===== src/rtl/const_pattern_pkg.sv =====
// const_pattern_pkg: shared mode and state encodings for const_pattern_gen
package const_pattern_pkg;

    typedef enum logic [1:0] {
        MODE_CONST    = 2'd0,
        MODE_SEQ_ONCE = 2'd1,
        MODE_SEQ_LOOP = 2'd2,
        MODE_COUNT    = 2'd3
    } mode_t;

    typedef enum logic {
        ST_IDLE = 1'b0,
        ST_RUN  = 1'b1
    } state_t;

endpackage


===== src/rtl/pattern_regfile.sv =====
// pattern_regfile: DEPTH x WIDTH entry store, synchronous write, asynchronous read
//   i_clk, i_rst_n            : clock, synchronous active-low reset (entries -> RESET_VALUE)
//   i_wr_en/i_wr_addr/i_wr_data : write port, ignored while in reset
//   i_rd_addr -> o_rd_data    : combinational read port
module pattern_regfile #(
    parameter int               WIDTH       = 4,
    parameter int               DEPTH       = 8,
    parameter logic [WIDTH-1:0] RESET_VALUE = 4'b0111,
    localparam int              AW          = $clog2(DEPTH)
) (
    input  logic             i_clk,
    input  logic             i_rst_n,
    input  logic             i_wr_en,
    input  logic [AW-1:0]    i_wr_addr,
    input  logic [WIDTH-1:0] i_wr_data,
    input  logic [AW-1:0]    i_rd_addr,
    output logic [WIDTH-1:0] o_rd_data
);

    logic [WIDTH-1:0] r_mem [DEPTH];

    always_ff @(posedge i_clk) begin
        if (!i_rst_n) begin
            for (int i = 0; i < DEPTH; i++) r_mem[i] <= RESET_VALUE;
        end else if (i_wr_en) begin
            r_mem[i_wr_addr] <= i_wr_data;
        end
    end

    assign o_rd_data = r_mem[i_rd_addr];

endmodule


===== src/rtl/const_pattern_gen.sv =====
// const_pattern_gen: programmable constant / sequence / counter source with per-value hold divider
//   i_clk, i_rst_n                 : clock, synchronous active-low reset
//   i_wr_en/i_wr_addr/i_wr_data    : register-file write port, accepted in any state
//   i_mode/i_len/i_div             : pattern setup, latched when a start is accepted
//   i_start/i_stop                 : begin pattern from IDLE / abort to IDLE (stop wins)
//   o_out                          : registered pattern value
//   o_busy/o_done/o_wrap           : running flag, SEQ_ONCE completion pulse, wrap pulse
module const_pattern_gen
    import const_pattern_pkg::*;
#(
    parameter int               WIDTH       = 4,
    parameter int               DEPTH       = 8,
    parameter logic [WIDTH-1:0] RESET_VALUE = 4'b0111,
    parameter int               DIV_W       = 16,
    localparam int              AW          = $clog2(DEPTH)
) (
    input  logic             i_clk,
    input  logic             i_rst_n,
    input  logic             i_wr_en,
    input  logic [AW-1:0]    i_wr_addr,
    input  logic [WIDTH-1:0] i_wr_data,
    input  logic [1:0]       i_mode,
    input  logic [AW-1:0]    i_len,
    input  logic [DIV_W-1:0] i_div,
    input  logic             i_start,
    input  logic             i_stop,
    output logic [WIDTH-1:0] o_out,
    output logic             o_busy,
    output logic             o_done,
    output logic             o_wrap
);

    state_t           r_state, w_nxt_state;
    mode_t            r_mode, w_nxt_mode;
    logic [AW-1:0]    r_len, w_nxt_len;
    logic [DIV_W-1:0] r_div, w_nxt_div;
    logic [AW-1:0]    r_idx, w_nxt_idx;
    logic [DIV_W-1:0] r_cnt, w_nxt_cnt;
    logic [WIDTH-1:0] r_out, w_nxt_out;
    logic             r_done, w_nxt_done;
    logic             r_wrap, w_nxt_wrap;

    logic             w_tick;
    logic             w_last;
    logic             w_seq;
    logic [AW-1:0]    w_idx_inc;
    logic [AW-1:0]    w_rd_addr;
    logic [WIDTH-1:0] w_rd_data;

    assign w_tick    = r_cnt == r_div;
    assign w_last    = r_idx == r_len;
    assign w_idx_inc = r_idx + AW'(1);
    assign w_seq     = r_mode == MODE_SEQ_ONCE || r_mode == MODE_SEQ_LOOP;
    // Read the entry that becomes visible on the next advance; entry 0 otherwise
    // (start, CONST, and the loop wrap all load entry 0).
    assign w_rd_addr = (r_state == ST_RUN && w_seq && !w_last) ? w_idx_inc : '0;

    pattern_regfile #(
        .WIDTH       (WIDTH),
        .DEPTH       (DEPTH),
        .RESET_VALUE (RESET_VALUE)
    ) u_regfile (
        .i_clk     (i_clk),
        .i_rst_n   (i_rst_n),
        .i_wr_en   (i_wr_en),
        .i_wr_addr (i_wr_addr),
        .i_wr_data (i_wr_data),
        .i_rd_addr (w_rd_addr),
        .o_rd_data (w_rd_data)
    );

    always_ff @(posedge i_clk) begin
        if (!i_rst_n) begin
            r_state <= ST_IDLE;
            r_mode  <= MODE_CONST;
            r_len   <= '0;
            r_div   <= '0;
            r_idx   <= '0;
            r_cnt   <= '0;
            r_out   <= RESET_VALUE;
            r_done  <= 1'b0;
            r_wrap  <= 1'b0;
        end else begin
            r_state <= w_nxt_state;
            r_mode  <= w_nxt_mode;
            r_len   <= w_nxt_len;
            r_div   <= w_nxt_div;
            r_idx   <= w_nxt_idx;
            r_cnt   <= w_nxt_cnt;
            r_out   <= w_nxt_out;
            r_done  <= w_nxt_done;
            r_wrap  <= w_nxt_wrap;
        end
    end

    always_comb begin
        w_nxt_state = r_state;
        w_nxt_mode  = r_mode;
        w_nxt_len   = r_len;
        w_nxt_div   = r_div;
        w_nxt_idx   = r_idx;
        w_nxt_cnt   = r_cnt;
        w_nxt_out   = r_out;
        w_nxt_done  = 1'b0;
        w_nxt_wrap  = 1'b0;
        if (r_state == ST_IDLE) begin
            if (i_start && !i_stop) begin
                w_nxt_state = ST_RUN;
                w_nxt_mode  = mode_t'(i_mode);
                w_nxt_len   = i_len;
                w_nxt_div   = i_div;
                w_nxt_idx   = '0;
                w_nxt_cnt   = '0;
                w_nxt_out   = w_rd_data;
            end
        end else if (i_stop) begin
            w_nxt_state = ST_IDLE;
        end else if (r_mode == MODE_CONST) begin
            w_nxt_out = w_rd_data;
        end else begin
            w_nxt_cnt = w_tick ? '0 : r_cnt + DIV_W'(1);
            if (w_tick && r_mode == MODE_COUNT) begin
                w_nxt_out  = r_out + WIDTH'(1);
                w_nxt_wrap = &r_out;
            end else if (w_tick && r_mode == MODE_SEQ_LOOP) begin
                w_nxt_idx  = w_last ? '0 : w_idx_inc;
                w_nxt_out  = w_rd_data;
                w_nxt_wrap = w_last;
            end else if (w_tick) begin
                // One-shot finishes as the final entry is loaded; len=0 has nothing
                // left to load, so it finishes on its first tick holding entry 0.
                w_nxt_idx   = w_last ? r_idx : w_idx_inc;
                w_nxt_out   = w_last ? r_out : w_rd_data;
                w_nxt_done  = w_last || w_idx_inc == r_len;
                w_nxt_state = w_nxt_done ? ST_IDLE : ST_RUN;
            end
        end
    end

    assign o_out  = r_out;
    assign o_busy = r_state == ST_RUN;
    assign o_done = r_done;
    assign o_wrap = r_wrap;

endmodule


===== config.mk =====
export PLATFORM = sky130hd
export DESIGN_NAME = const_pattern_gen
export DESIGN_NICKNAME = d
export VERILOG_FILES = /design/src/rtl/const_pattern_pkg.sv /design/src/rtl/pattern_regfile.sv /design/src/rtl/const_pattern_gen.sv
export SDC_FILE = /design/constraint.sdc
export NUM_CORES = 1
export LEC_CHECK = 0
export ABC_CLOCK_PERIOD_IN_PS = 4200
export CAP_MARGIN = 20
export CORE_UTILIZATION = 61
export DETAILED_ROUTE_END_ITERATION = 8
export GPL_TIMING_DRIVEN = 0
export PLACE_DENSITY = 0.95
export SYNTH_ARGS = -nofsm -noshare
export SYNTH_HDL_FRONTEND = slang
export SYNTH_SLANG_ARGS = --single-unit

===== constraint.sdc =====
create_clock -name i_clk -period 4.2 [get_ports i_clk]
set_input_delay 0.84 -clock i_clk [delete_from_list [all_inputs] [get_ports i_clk]]
set_output_delay 0.84 -clock i_clk [all_outputs]
set_load 0.01 [all_outputs]

== After elaboration in Yosys (flattened, before gate mapping) ==
Memories as Yosys holds them, arrays and structs flattened.
Cells that the tools add are included.
Widths: inputs -> output; s select.

* Bits in registers: 47
* Bits in writable memories: 32
* Bits of input ports: 33
* Output and inout bits: 7
* Logic and storage cells: 88
* Memories: 1

{| class="wikitable"
|+ Memory list
! name !! words !! bits a word !! read ports !! clocked after memory_dff !! write ports !! RTL line !! RTL
|-
| u_regfile.r_mem || 8 || 4 || 1 || 0 || 8 || pattern_regfile.sv:20 || <nowiki>logic [WIDTH-1:0] r_mem [DEPTH];</nowiki>
|}

* Add/sub/neg operators: 3
* Equal/unequal tests: 13
* Mux-type cells: 40
* Bitwise gates (word level): 3
* Reductions and logical operators: 19

{| class="wikitable"
|+ Operators with widths
! operator !! number
|-
| $mux 16 || 5
|-
| $mux 4 || 9
|-
| $mux 3 || 11
|-
| $add 16x1->16 const B || 1
|-
| $eq 16x16->1 || 1
|-
| $mux 1 || 15
|-
| $reduce_and 4->1 || 2
|-
| $reduce_or 4->1 || 2
|-
| $reduce_or 7->1 || 1
|-
| $eq 3x3->1 || 2
|-
| $ne 2x2->1 const B || 3
|-
| $reduce_and 6->1 || 1
|-
| $logic_and 1x1->1 || 5
|-
| $ne 5x1->1 const B || 1
|-
| $ne 5x2->1 const B || 1
|-
| $add 4x1->4 const B || 1
|-
| $eq 2x2->1 const B || 2
|-
| $add 3x1->3 const B || 1
|-
| $ne 3x1->1 const B || 1
|-
| $ne 3x2->1 const B || 1
|-
| $not 1->1 || 3
|-
| $reduce_and 3->1 || 1
|-
| $eq 2x1->1 const B || 1
|-
| $logic_not 1->1 || 2
|-
| 4 further kinds || 5
|}

== Depth between registers and ports, before layout ==
Gate-level depths: netlist (run 1).
An unclocked memory read counts as a cell.

* Depth after elaboration: 13
* Mapped depth: 8
* Mapped depth without buffers: 8

== By module ==
From an unflattened synthesis (run 1), not the netlist that was laid out.

* Cells, all modules: 392
* Area, all modules: 3895.0 sq um

{| class="wikitable"
|+ By module, submodules not included
! module !! times used !! cells each !! area each (sq um) !! seq. area each (sq um)
|-
| const_pattern_gen || 1 || 293 || 2358.5 || 940.9
|-
| pattern_regfile || 1 || 99 || 1536.5 || 960.9
|}

== Worst setup path before layout (run 1) ==
No wires, ideal clock.

* Kind: in2reg
* Start point: input port i_start
* End point: register r_idx[0]
* Setup time: 0.075 ns
* Arrival time: 1.933 ns
* Required time: 4.125 ns
* Path slack: 2.192 ns
* Cell stages on the path: 6
* Path buffers: 0
* Path through: nand2b_4 -> a21oi_1 -> o21ai_0 -> o31ai_4 -> nand2_1 -> o22ai_1

* Longest elaborated chain between the ends: 3

{| class="wikitable"
|+ RTL lines
! item !! RTL line !! RTL
|-
| from (decl) || const_pattern_gen.sv:25 || <nowiki>input logic i_start,</nowiki>
|-
| $logic_and 1x1->1 || const_pattern_gen.sv:107 || <nowiki>if (i_start && !i_stop) begin</nowiki>
|-
| $reduce_bool 2->1 (no line) || - ||
|-
| $reduce_and 6->1 (no line) || - ||
|-
| to (signal assigned) || const_pattern_gen.sv:88 || <nowiki>r_idx <= w_nxt_idx;</nowiki>
|-
| to (decl) || const_pattern_gen.sv:37 || <nowiki>logic [AW-1:0] r_idx, w_nxt_idx;</nowiki>
|}

No other way between the ends.
A chain may end at the register's enable or synchronous reset.

==> reports/qor.yml, run 1 <==
route:
  drt_iter0_markers: 241
  routedWlPerCell_um: 16.43
  ant_nets: 0
  drc: 0
  viasPerCell: 5.914
  first_pass_iters: 5
  wl_um: 8789
  vias: 3164
global_route:
  grt_usage_pct: 26.48
  antenna_found_initial: 0
  grt_pass1_wl_um: 14420
  grt_pass1_vias: 3108
  overflow: 0
  grt_start_max_net_pins: 17
clocking:
  cts_max_level: 3
  clock_latency_ps: 360
  cts_root_buf: "clkbuf_8"
  numCtsBuffers: 9
  cts_setup_buffers: 0
  cts.path.max_buffers: 2
  cts_tree: "built"
  cts.sinks: 79
  cts.clk_slew.worst_paths_ps: 90
  cts_hold_buf: 0
  cts_resized: 0
pwr:
  pwr-share-clk_pct: 37.7
  combPwrFrac_pct: 10.8
  ir_drop_v: 0.0003072
  power_density_nw_per_um2: 351.7
  p_sw_mw: 0.4370
  switching_share_pct: 26.45
  p_seq_share_pct: 51.5
  leakagePower_nw: 1.693
  power.internal_mw: 1.215
setup_path:
  worstPathArrival_ps: 2590
  path_class: "in2reg"
  end_kind: "register"
  crit_required_ps: 4200
  slowest_stage: "clkdlybuf4s50_1"
  path_cells: "clkdlybuf4s50_1 > nand3_1 > clkbuf_1 > o21ai_0"
  critPathMaxStageDelay_ps: 660
  worst-path-max-fanout: 10
  startpoint_type: "primary input"
die:
  core-area_um2: 6314
  die_area_um2: 6862
  fp.dieH_um: 82.84
  boundaryPins: 40
  die_w_um: 82.84
  initial_core_util_pct: 63.14
  fp-row-count: 29
final_layout:
  antennaDiodeCount: 0
  layout-drive-gt1-share_pct: 11.79
  fin_area_um2: 4697
  area_growth_pct: 17.83
  fin_nets: 492
synthesis:
  yosysUniqueCellTypes: 63
  seq_area_frac_synth_pct: 47.71
  syn_area_per_cell_um2: 9.892
  synth_edf_count: 32
  ys.flop_type: "dfxtp_1"
  synth-seq-cells: 79
  synth_nets: 442
  yosysWarnings: 0
  syn_area_um2: 3986
  async_reset_ff_share_pct: 0
  synthCells: 403
timing:
  holdWs_ps: 483.5
  rsz0062_at_grt: "false"
  finalSetupViolCount: 0
  finalWorstSetupSlack_ps: 1611
  fmax_ghz: 0.3863
  fin_skew_ps: 12.73
  hold_viol: 0
  post-route-min-period_ps: 2589
  worst_pin_slew_ps: 625.0
  slew_headroom_pct: 57.90
  tns_ps: 0
  fin_crit_sh_pct: 61.64
  final-max-slew-violation-count: 0
run_status:
  status: "finished, final reports clean"
place:
  dpl-instance-area_um2: 4473
  dp_slack_ps: 1260
  dp_hpwl_um: 6617
  portBuffers: 39
  globalplace.congestion: 0.8683
worst_hold_path:
  hp-class: "reg2reg"
job:
  cap_violations: 0
==> per-stage QoR <==
step | std cells | utilization (%) | power [mW]
finish | 535 | 74.40 | 1.652
global route | 535 | 74.40 | 1.706
CTS | 535 | 74.40 | 1.654
detailed placement | 519 | 70.85 | 1.044
global placement | 519 | 70.85 | 1.036
floorplan | 403 | - | 0.9691
==> critical path, delay by kind of cell <==
family | cells | cell delay [ps]
AOI/OAI and AO/OA | 1 | 560
and+or+nand+nor | 1 | 260
buffers and inverters | 2 | 920
==> cell usage after synthesis (all sizes together), types with 2 or more instances <==
| master | count | area [um2] |
|---|---|---|
| o21ai | 10 | 50.05 |
| xor2 | 27 | 244.0 |
| nand2b | 7 | 53.80 |
| ha | 6 | 75.07 |
| a2111oi | 2 | 30.03 |
| nor2b | 3 | 26.27 |
| edfxtp | 32 | 960.9 |
| a21o | 3 | 23.77 |
| nor3 | 11 | 55.05 |
| o211ai | 4 | 30.03 |
| o31ai | 2 | 33.78 |
| or2 | 7 | 43.80 |
| nand4 | 8 | 50.05 |
| xnor2 | 10 | 87.58 |
| a21oi | 25 | 125.1 |
| buf | 6 | 45.04 |
| mux2i | 3 | 30.03 |
| nand3b | 2 | 15.01 |
| clkbuf | 11 | 51.30 |
| inv | 6 | 22.52 |
| mux2 | 3 | 33.78 |
| o22ai | 2 | 12.51 |
| nor4 | 5 | 43.79 |
| dfxtp | 47 | 940.9 |
| or3 | 21 | 136.4 |
| mux4 | 4 | 90.09 |
| o2111ai | 3 | 26.28 |
| nor2 | 31 | 123.9 |
| nand3 | 11 | 55.05 |
| and3 | 7 | 45.05 |
| nand2 | 67 | 251.5 |
==> power by group through the flow <==
stage	clock network [mW]	registers (mW)	logic (mW)
2_1_floorplan	0	0.862	0.107
3_3_place_gp	0	0.865	0.171
3_5_place_dp	0	0.867	0.176
4_1_cts	0.626	0.850	0.178
5_1_grt	0.657	0.853	0.195
6_report	0.623	0.850	0.179
==> worst paths after layout <==
kind	startpoint	endpoint	slack (ps)	cells past startpoint
min	r_div[1]	r_div[1]	480	2
max	i_rst_n	u_regfile.r_mem[3][1]	1610	4
min reg2reg	r_div[1]	r_div[1]	480	2
max reg2reg	r_mode[0]	r_idx[0]	1830	8
==> cells by family (layout without fill, tap and decap cells) <==
family          after synthesis  in the layout  share of synthesized area [%]
simple gates                187            187                          24.26
xor+xnor                     37             37                          8.318
compound gates               60             60                          10.17
mux                          10             10                          3.861
buf+inv                      24             79                          3.798
flops                        79             79                          47.71
fa+ha+maj                     6              6                          1.883
==> flip-flops by register name (all words and copies together) (netlist names) <==
register         count
o_busy               1
o_done               1
o_out                4
o_wrap               1
r_cnt               16
r_div               16
r_idx                3
r_len                3
r_mode               2
u_regfile.r_mem     32
==> area by class of cell <==
type | count | area [um2]
well taps | 77 | 96.34
inverters | 6 | 22.52
multi-input cells | 300 | 1933
repair buffers | 39 | 390.4
plain buffers | 18 | 128.9
flip-flops and latches | 79 | 1902
clock buffers | 11 | 173.9
clock inverters | 5 | 50.05
fillers | 421 | 1617
==> layer usage <==
layer / global-route usage (%) / vias to the layer above / wire [um]
met5: 0 / - / 0
met4: 11.91 / 0 / 221
met3: 5.765 / 26 / 360
met2: 47.99 / 91 / 4678
met1: 29.64 / 1507 / 3528
li1: - / 1540 / -
==> cells in the final DEF, fill, tap and decap left out, drive strengths merged, types with 2 or more instances in the layout <==
cell / Yosys / routed
a21oi: 25 / 25
mux2i: 3 / 3
mux2: 3 / 3
edfxtp: 32 / 32
mux4: 4 / 4
nand2b: 7 / 7
ha: 6 / 6
nand2: 67 / 67
o211ai: 4 / 4
o22ai: 2 / 2
and3: 7 / 7
o2111ai: 3 / 3
nor3: 11 / 11
a21o: 3 / 3
dfxtp: 47 / 47
nor2: 31 / 31
or2: 7 / 7
xnor2: 10 / 10
clkbuf: 11 / 22
clkdlybuf4s50: 0 / 39
o31ai: 2 / 2
nand4: 8 / 8
nor2b: 3 / 3
or3: 21 / 21
nor4: 5 / 5
o21ai: 10 / 10
a2111oi: 2 / 2
nand3b: 2 / 2
inv: 6 / 10
xor2: 27 / 27
nand3: 11 / 11
buf: 6 / 6
Note: power is estimated with default switching activity, not from simulation.
==> run 2: changes to the inputs <==
- ABC_CLOCK_PERIOD_IN_PS: 4200 -> 2600
- CORE_UTILIZATION: 61 -> 57
- PLACE_DENSITY: 0.95 -> 0.9
- clock period: 4.2 -> 2.6 ns (I/O delays scaled with it)
==> run 2 against run 1 <==
Wire length up 0.14%. Largest cell class unchanged. Cell area is 0.13% higher. Clock power is 69% higher.
==> reports/qor.yml, run 2 (same netlist as run 1, synthesis figures left out) <==
run_status:
  status: "finished, final reports clean"
setup_path:
  worstPathArrival_ps: 2710
  end_kind: "register"
  crit_required_ps: 2880
  path_class: "reg2reg"
  critPathBufInv: 1
  worst-path-max-fanout: 6
  startpoint_type: "register"
  slowest_stage: "dfxtp_1"
  path_delay_family: "compound AO/OA/AOI/OAI gates"
  path_cells: "inv_1 > ha_1 > nand2b_2 > a21oi_1 > o21ai_0 > o31ai_4 > nand2_1 > o22ai_1"
  critPathMaxStageDelay_ps: 420
global_route:
  grt_usage_pct: 25.85
  grt_pass1_wl_um: 14300
  grt_pass1_vias: 3059
  grt_start_max_net_pins: 16
  overflow: 0
  antenna_found_initial: 0
timing:
  finalWorstSetupSlack_ps: 167.0
  post-route-min-period_ps: 2433
  fin_crit_sh_pct: 93.58
  rsz0062_at_grt: "false"
  finalSetupViolCount: 0
  slew_headroom_pct: 60.09
  hold_viol: 0
  final-max-slew-violation-count: 0
  worst_pin_slew_ps: 592.5
  tns_ps: 0
  fin_skew_ps: 9.554
  fmax_ghz: 0.4110
final_layout:
  antennaDiodeCount: 0
  final_cell_mix: "67 x nand2_1, 47 x dfxtp_1, 39 x clkdlybuf4s50_1"
  layout-drive-gt1-share_pct: 11.79
  final_common_cell: "nand2_1"
  largest_reg_flops: 32
  fillers: 494
  fin_nets: 492
  reg.largest.list: "u_regfile.r_mem (32), r_cnt (16), r_div (16)"
  top_register: "u_regfile.r_mem"
  area_growth_pct: 17.98
  seq_area_um2: 1902
  multi_input_area_um2: 1933
clocking:
  cts.clk_slew.worst_paths_ps: 90
  cts_root_buf: "clkbuf_8"
  clock_latency_ps: 360
  cts_setup_buffers: 0
  numCtsBuffers: 9
  cts_tree: "built"
  cts_max_level: 3
  cts_hold_buf: 0
  cts.sinks: 79
  cts.path.max_buffers: 2
  cts_resized: 0
die:
  boundaryPins: 40
  core-area_um2: 6756
  die_area_um2: 7332
  fp.dieH_um: 85.63
  fp-row-count: 30
  die_w_um: 85.63
  initial_core_util_pct: 59.00
worst_hold_path:
  hp-class: "reg2reg"
pwr:
  leakagePower_nw: 1.694
  ir_drop_v: 0.0004057
  power_density_nw_per_um2: 575.9
place:
  dp_slack_ps: 15.53
  globalplace.congestion: 0.8185
  portBuffers: 39
  dp_hpwl_um: 6673
route:
  ant_nets: 0
  drt_iter0_markers: 237
  first_pass_iters: 6
  drc: 0
  wl_um: 8801
  viasPerCell: 5.857
  routedWlPerCell_um: 16.36
  vias: 3151
job:
  cap_violations: 0
[run 2: cell types whose count changed in the layout (fill, tap and decap cells not counted), sizes merged]
| cell | delta |
|---|---|
| bufinv | +2 |
| clkbuf | -2 |
[run 2: worst reg2reg max path, stage by stage (launching register included)]
cell and delay [ps]:
dfxtp_1 420, inv_1 100, ha_1 250, nand2b_2 230
a21oi_1 420, o21ai_0 260, o31ai_4 330, nand2_1 140
o22ai_1 210
[run 2: final timing paths]
check	from	endpoint	slack, ps	depth (start not counted)
max reg2reg	r_mode[0]	r_idx[0]	170	8
min	r_div[11]	r_div[11]	470	2
min reg2reg	r_div[11]	r_div[11]	470	2
max	r_mode[0]	r_idx[0]	170	8
[run 2: metal layers]
layer,up-vias,GRT usage [%],routed length (um)
met3,22,5.871,314
li1,1541,-,-
met2,80,49.96,4847
met1,1508,26.83,3442
met5,-,0,0
met4,0,10.30,197
[run 2: final cells by class]
cell class / count / area share (%)
buffer: 18 / 2.740
clock buffer: 9 / 2.634
clock inverter: 7 / 2.181
inverter: 6 / 0.4789
multi-input combinational: 300 / 41.10
sequential: 79 / 40.44
tap: 80 / 2.128
timing repair buffer: 39 / 8.300
[run 2: report_power, final]
part | total (mW) | switching (mW) | internal (mW)
logic | 0.289 | 0.153 | 0.135
registers | 1.37 | 0.0332 | 1.34
clock network | 1.05 | 0.492 | 0.555
[run 2: through the flow]
stage          hold slack, ps  utilization, %  cell area, um2  cells  power (mW)
6_report                472.6           69.61            4703    538       2.709
5_1_grt                 489.5           69.61            4703    538       2.792
4_1_cts                 473.8           69.61            4703    538       2.712
3_5_place_dp            462.4           66.26            4477    522       1.688
3_3_place_gp            454.9           66.26            4477    522       1.674
2_1_floorplan           447.8               -            3986    403       1.566
==> run 3: changes to the inputs <==
- CELL_PAD_IN_SITES_DETAIL_PLACEMENT: default -> 0
- CELL_PAD_IN_SITES_GLOBAL_PLACEMENT: default -> 1
- CORE_UTILIZATION: 57 -> 44
- PLACE_DENSITY: 0.9 -> 0.89
==> run 3 against run 2 <==
Cell count up 5.2%. Highest routed layer unchanged. Count of clock-buffer cells in the layout is 2 higher. Sequential power about the same. Maximum frequency grew 5.7%. Die area is 29% higher. Cell area grew 0.90%. Utilization is 15 points lower. Critical endpoint is now o_out[1]. Power decreased by 0.38%. Setup slack improved by 130 ps. Register-to-register slack better by 130 ps. First-iteration DRC count decreased by 31%.
==> reports/qor.yml, run 3 (same netlist as run 1, synthesis figures left out) <==
die:
  die_area_um2: 9445
  fp.dieH_um: 97.19
  fp-row-count: 34
  die_w_um: 97.19
  boundaryPins: 40
  core-area_um2: 8763
  initial_core_util_pct: 45.49
timing:
  rsz0062_at_grt: "false"
  holdWs_ps: 472.4
  finalWorstSetupSlack_ps: 299.3
  post-route-min-period_ps: 2301
  hold_viol: 0
  fin_crit_sh_pct: 88.49
  worst_pin_slew_ps: 559.4
  finalSetupViolCount: 0
  tns_ps: 0
  slew_headroom_pct: 62.31
  fmax_ghz: 0.4346
  fin_skew_ps: 11.77
  final-max-slew-violation-count: 0
route:
  route.top_layer_used: "met4"
  drt_iter0_markers: 164
  vias: 3018
  met1_length_um: 3828
  first_pass_iters: 4
  drc: 0
  ant_nets: 0
  routed-wl-met2_um: 3939
  wl_um: 8359
  routedWlPerCell_um: 14.77
  viasPerCell: 5.332
  routed-wl-met3_um: 388
clocking:
  cts.path.max_buffers: 2
  cts_hold_buf: 0
  cts_tree: "built"
  cts.clk_slew.worst_paths_ps: 90
  cts_root_buf: "clkbuf_8"
  cts_max_level: 3
  numCtsBuffers: 9
  cts.sinks: 79
  cts_setup_buffers: 0
  clock_latency_ps: 360
  cts_resized: 0
global_route:
  overflow: 0
  grt_pass1_wl_um: 14180
  antenna_found_initial: 0
  grt_pass1_vias: 2964
  grt_start_max_net_pins: 15
  grt_usage_pct: 18.83
pwr:
  leakagePower_nw: 1.703
  power_density_nw_per_um2: 568.6
  ir_drop_v: 0.0002935
place:
  dp_hpwl_um: 6300
  dpl-instance-area_um2: 4512
  portBuffers: 39
  dp.cells: 550
  dp_slack_ps: -50.66
  globalplace.congestion: 0.8143
final_layout:
  fillers: 795
  top_register: "u_regfile.r_mem"
  final_common_cell: "nand2_1"
  fin_nets: 492
  fin_area_um2: 4746
  layout-drive-gt1-share_pct: 11.57
  antennaDiodeCount: 0
  instances_no_fill: 566
  reg.largest.list: "u_regfile.r_mem (32), r_cnt (16), r_div (16)"
  final_cell_mix: "67 x nand2_1, 47 x dfxtp_1, 39 x clkdlybuf4s50_1"
  area_growth_pct: 19.05
  largest_reg_flops: 32
setup_path:
  crit_required_ps: 2840
  end_kind: "register"
  worstPathArrival_ps: 2540
  startpoint_type: "register"
  path_class: "reg2reg"
  worst-path-max-fanout: 10
worst_hold_path:
  hp-class: "reg2reg"
run_status:
  status: "finished, final reports clean"
job:
  cap_violations: 0
==> run 3: cell count changes in the layout (fill, tap and decap cells not counted), sizes merged <==
cell | previous run | this run
bufinv | 2 | 1
clkbuf | 20 | 22
clkinv | 0 | 2
clkinvlp | 1 | 0
inv | 10 | 8
==> run 3: worst max-delay path: stages (launching register included) <==
cell       delay [ps]
dfxtp_1           390
ha_1              240
xor2_2            320
buf_4             250
mux2_2            340
o21ai_0           270
o211ai_1          150
nand4_1           130
o2111ai_1         110
==> run 3: final timing paths <==
kind / from / endpoint / slack [ps] / cells past startpoint
worst min register to register: r_div[13] / r_div[13] / 470 / 2
worst min-delay path: r_div[13] / r_div[13] / 470 / 2
worst max-delay path: r_idx[1] / o_out[1] / 300 / 8
worst max register to register: r_idx[1] / o_out[1] / 300 / 8
==> run 3: layer usage <==
layer	global-route usage, %	vias up
met4	7.807	0
li1	-	1533
met5	0	-
met1	23.34	1398
met3	4.388	17
met2	31.47	70
==> run 3: layout make-up <==
class / instances / area (um2) / share of cell area [%]
multi-input cells: 300 / 1933 / 40.73
flip-flops and latches: 79 / 1902 / 40.07
repair buffers: 39 / 390.4 / 8.226
clock buffers: 11 / 173.9 / 3.665
well taps: 108 / 135.1 / 2.847
plain buffers: 18 / 128.9 / 2.716
clock inverters: 5 / 60.06 / 1.265
inverters: 6 / 22.52 / 0.4746
==> run 3: through the flow <==
stage | power, mW | utilization [%]
final | 2.699 | 54.15
after global routing | 2.794 | 54.15
after CTS | 2.715 | 54.15
after detailed placement | 1.688 | 51.48
after global placement | 1.684 | 51.48
after floorplan | 1.566 | -
==> run 3: power breakdown <==
| part | internal (mW) | total (mW) | leakage (nW) | switching [mW] |
|---|---|---|---|---|
| clock network | 0.564 | 1.04 | 0.122 | 0.475 |
| registers | 1.34 | 1.37 | 0.699 | 0.0322 |
| logic | 0.135 | 0.287 | 0.882 | 0.151 |
